[src/rtl/cpu55_pkg.sv]
// Shared cpu55 datapath types and constants used by decode, regfile and writeback.
package cpu55_pkg;

  localparam int unsigned REG_DW = 32;
  localparam int unsigned REG_AW = 5;

  localparam logic [4:0] REG_ZERO = 5'd0;

  typedef logic [4:0]  regaddr_t;
  typedef logic [31:0] word_t;

endpackage

[src/rtl/regfile_cell.sv]
// One register-file entry: DW-bit register with load enable and asynchronous clear.
module regfile_cell #(
  parameter int unsigned DW = cpu55_pkg::REG_DW
) (
  input  logic          clk,
  input  logic          rst,
  input  logic          wen,
  input  logic [DW-1:0] d,
  output logic [DW-1:0] q
);

  logic [DW-1:0] q_q;

  always_ff @(posedge clk or posedge rst) begin
    if (rst) begin
      q_q <= '0;
    end else if (wen) begin
      q_q <= d;
    end
  end

  assign q = q_q;

endmodule

[src/rtl/regfile.sv]
// cpu55 register file: 2^AW x DW, r0 hardwired to zero, two combinational read ports,
// one synchronous write port, optional write-to-read bypass and a saturating write counter.
module regfile
  import cpu55_pkg::*;
#(
  parameter int unsigned DW     = REG_DW,
  parameter int unsigned AW     = REG_AW,
  parameter int unsigned BYPASS = 1
) (
  input  logic          clk,
  input  logic          rst,
  input  logic          wen,
  input  logic [AW-1:0] waddr,
  input  logic [DW-1:0] wdata,
  input  logic [AW-1:0] raddr1,
  output logic [DW-1:0] rdata1,
  input  logic [AW-1:0] raddr2,
  output logic [DW-1:0] rdata2,
  output logic [15:0]   wr_count
);

  localparam int unsigned Depth = 1 << AW;
  localparam logic [AW-1:0] ZeroAddr = AW'(REG_ZERO);

  logic [DW-1:0] regs [Depth];
  logic          wr_valid;

  assign wr_valid = wen && (waddr != ZeroAddr);

  // r0 has no storage; its slot in the read array is a constant zero.
  assign regs[0] = '0;

  for (genvar i = 1; i < Depth; i++) begin : g_cell
    regfile_cell #(
      .DW (DW)
    ) u_cell (
      .clk (clk),
      .rst (rst),
      .wen (wen && (waddr == AW'(i))),
      .d   (wdata),
      .q   (regs[i])
    );
  end

  always_comb begin
    rdata1 = regs[raddr1];
    if (raddr1 == ZeroAddr) begin
      rdata1 = '0;
    end else if ((BYPASS != 0) && wen && (waddr == raddr1)) begin
      rdata1 = wdata;
    end
  end

  always_comb begin
    rdata2 = regs[raddr2];
    if (raddr2 == ZeroAddr) begin
      rdata2 = '0;
    end else if ((BYPASS != 0) && wen && (waddr == raddr2)) begin
      rdata2 = wdata;
    end
  end

  logic [15:0] wr_count_q, wr_count_d;

  always_comb begin
    wr_count_d = wr_count_q;
    if (wr_valid && (wr_count_q != 16'hffff)) begin
      wr_count_d = wr_count_q + 16'd1;
    end
  end

  always_ff @(posedge clk or posedge rst) begin
    if (rst) begin
      wr_count_q <= '0;
    end else begin
      wr_count_q <= wr_count_d;
    end
  end

  assign wr_count = wr_count_q;

endmodule

[config.mk]
export PLATFORM = sky130hd
export DESIGN_NAME = regfile
export DESIGN_NICKNAME = d
export VERILOG_FILES = /design/src/rtl/cpu55_pkg.sv /design/src/rtl/regfile_cell.sv /design/src/rtl/regfile.sv
export SDC_FILE = /design/constraint.sdc
export NUM_CORES = 2
export LEC_CHECK = 0
export ABC_AREA = 0
export BUFFER_PORTS_ARGS = -buffer_cell sky130_fd_sc_hd__buf_2
export CORE_AREA = 4 4 335 337
export DETAILED_ROUTE_END_ITERATION = 12
export DIE_AREA = 0 0 339 341
export PLACE_DENSITY = 0.68
export SLEW_MARGIN = 30
export SYNTH_ARGS = -nofsm -noshare
export SYNTH_HDL_FRONTEND = slang
export SYNTH_SLANG_ARGS = --single-unit
[constraint.sdc]
create_clock -name clk -period 31.2 [get_ports clk]
set_input_delay 3.12 -clock clk [delete_from_list [all_inputs] [get_ports clk]]
set_output_delay 3.12 -clock clk [all_outputs]
set_load 0.03 [all_outputs]
==> results.yml <==
critical_path:
  startpoint_type: "input port"
  crit_type: "in2out"
  worst_path_most_repeated_cell: "buf_4"
  timing.rr.start: "wr_count[10]$_DFFE_PP0P_"
  worstSetupEndpointType: "primary output"
  arrival_ps: 7760
  cp_slowest_cell: "buf_4"
  crit_required_ps: 28080
  crit_chain: "buf_8 -> buf_4 -> buf_12 -> nor2b_4 -> buf_4 -> nor2b_1 -> a211oi_1 -> o21ai_0 -> a32o_1 -> buf_2"
  crit_fanout: 108
  rr_worst_depth: 5
  reg2reg_slack_ps: 29250
  r2r-end: "wr_count[11]$_DFFE_PP0P_"
  slowest_delay_ps: 770
synthesis:
  synthDistinctLibCells: 60
  synth_top_cells_by_area: "dfrtp_1 46%, mux2_2 21%, mux4_2 20%"
  syn_area_per_cell_um2: 15.1
  ys_ff_latch: 1008
  synth_edf_count: 0
  synth_ff_type: "dfrtp_1"
  synthTopCellsByCount: "1008 x dfrtp_1, 1002 x mux2_2, 473 x mux4_2, 201 x clkbuf_1, 126 x buf_2"
  yosysWarnings: 0
  synth_top_area_cell: "dfrtp_1"
  synthArstFlopShare_pct: 100
  syn_nets: 3662
  syn_inst: 3611
  synth_area_mm2: 0.0544
  yosys.area.top_type_share_pct: 46.4
  yosysMostFrequentCell: "dfrtp_1"
  yosysSeqAreaShare_pct: 46.4
clock_tree:
  clk_latency_ps: 710
  cts_made_buffers: 111
  post_cts_resized: 0
  clock-sinks: 1008
  ctsHoldBuffers: 0
  tritoncts: "done"
  clk_pin_slew_ps: 60
  clock_path_buffers: 3
  root_buffer: "clkbuf_16"
  postCtsSetupBuffers: 0
  htreeDepth: 3
layout:
  regArea_mm2: 0.0252
  multi_input_comb_area_mm2: 0.0276
  syn2layout_area_growth_pct: 10.1
  final_nets: 3592
  drive_above_1_share_pct: 52.7
  nFillCells: 8667
timing:
  setup_viol: 0
  rsz0062_at_grt: "false"
  relSlewSlack_pct: 28.8
  drv_slew: 0
  worst_slew_pin_slew_ps: 1070
  min_period_ps: 10880
  hold_viol_final: 0
  max_clock_freq_mhz: 91.9
  fin_setup_tns_ps: 0
  finalClockSkew_ps: 15.0
  finalCritPeriodShare_pct: 34.9
global_route:
  grt_max_degree: 156
  grt_overflow: 0
  use_met2_pct: 44.9
  grt_pass1_wl_um: 251000
  antenna_found_initial: 13
  gr-usage-all-layers_pct: 29.4
  first_global_vias: 35600
  grt.busiest_layer: "met2"
  grtUsageMet1_pct: 41.3
  met3_usage_pct: 7.14
detailed_routing:
  dr_total_vias: 35100
  viasPerCell: 6.96
  drt_iter0_drc: 3690
  routedWlPerCell_um: 33.6
  firstDrtPassIters: 5
  final_antenna_net_count: 0
  drc: 0
  wl_um: 170000
floorplan:
  placementRows: 121
  die_w_um: 339
  fp.dieH_um: 341
  io_pins: 130
  initial_core_util_pct: 50.0
  dieArea_mm2: 0.116
  core_mm2: 0.109
hold_path:
  hold_end: "g_cell[12].u_cell.q[29]$_DFFE_PP0P_"
  hp-class: "reg2reg"
  hold_path_depth: 2
  worstHoldStart: "g_cell[12].u_cell.q[29]$_DFFE_PP0P_"
power:
  p_int_mw: 2.84
  power.density_mw_per_mm2: 65.8
  peakVddDrop_mv: 0.0520
  power_frac_seq_pct: 44.4
  power.share.switching_pct: 27.8
  power_mw: 3.94
  p_switching_mw: 1.10
  comb_power_share_pct: 21.6
  power_frac_clock_pct: 33.9
  power.leakage_nw: 25.7
run:
  drv_cap: 0
placement:
  routabilityCongestion: 0.829
  place_hpwl_um: 97300
  port_buffers: 129
status:
  status: "completed"
-- power by group through the flow --
stage	combinational, mW	sequential (mW)	clock, mW
2_1_floorplan	0.673	1.72	0
3_3_place_gp	0.835	1.75	0
3_5_place_dp	0.852	1.77	0
4_1_cts	0.855	1.74	1.35
5_1_grt	0.911	1.78	1.41
6_report	0.852	1.75	1.33
-- how the worst max path moves through the flow --
stage | from | end | slack, ps | depth (start not counted)
global route | raddr1[1] | rdata1[5] | 20250 | 10
finish | raddr1[1] | rdata1[1] | 20320 | 10
floorplan | rst | g_cell[10].u_cell.q[0]$_DFFE_PP0P_ | 14190 | 1
detailed placement | raddr1[1] | rdata1[5] | 20460 | 10
global placement | raddr1[1] | rdata1[5] | 20540 | 10
CTS | raddr1[1] | rdata1[5] | 20440 | 10
-- critical path, delay by kind of cell --
family / cells / cell delay (ps)
AO/OA/AOI/OAI: 3 / 690
buffers and inverters: 5 / 2680
AND/OR/NAND/NOR: 2 / 1000
-- registers in the layout, summed over array words and instances (netlist names) --
name / count
wr_count: 16
g_cell.u_cell.q: 992
-- layout make-up --
class                      instances  area share (%)
clock inverter                    35           0.629
antenna                            2         0.00836
clock buffer                     168            5.54
sequential                      1008            42.1
multi-input combinational       2202            46.1
inverter                           7          0.0502
timing repair buffer             211            2.53
tap                             1414            2.96
-- per-stage QoR --
| step | hold slack (ps) | area [um^2] | setup slack, ps | util (%) | std cells |
|---|---|---|---|---|---|
| 2_1_floorplan | 461 | 54400 | 14190 | - | 3611 |
| 3_3_place_gp | 479 | 55900 | 20540 | 51.4 | 4834 |
| 3_5_place_dp | 488 | 56100 | 20460 | 51.5 | 4841 |
| 4_1_cts | 498 | 59800 | 20440 | 54.9 | 5044 |
| 5_1_grt | 525 | 59800 | 20250 | 55.0 | 5045 |
| 6_report | 499 | 59800 | 20320 | 55.0 | 5047 |
-- kinds of logic after synthesis --
family	share of synthesized area [%]
mux	43.0
flops	46.4
buf+inv	3.34
compound gates	4.76
simple gates	2.11
xor+xnor	0.403
fa+ha+maj	0.0230
-- cell usage in the layout, fill, tap and decap left out, types with 36 or more instances in the layout --
master     count
mux2i_1      108
nor2_1        55
clkbuf_16    112
mux2_2      1002
buf_2        121
dfrtp_1     1008
nor2b_1       36
buf_4         68
mux4_2       473
a22oi_1       62
-- layer usage --
| metal | vias up | part of all wire [%] |
|---|---|---|
| met3 | 427 | 9.2 |
| met1 | 19000 | 41 |
| met4 | 16 | 4.5 |
| li1 | 14000 | - |
| met5 | - | 0.058 |
| met2 | 1668 | 46 |
Power figures use the tool's default switching activity.
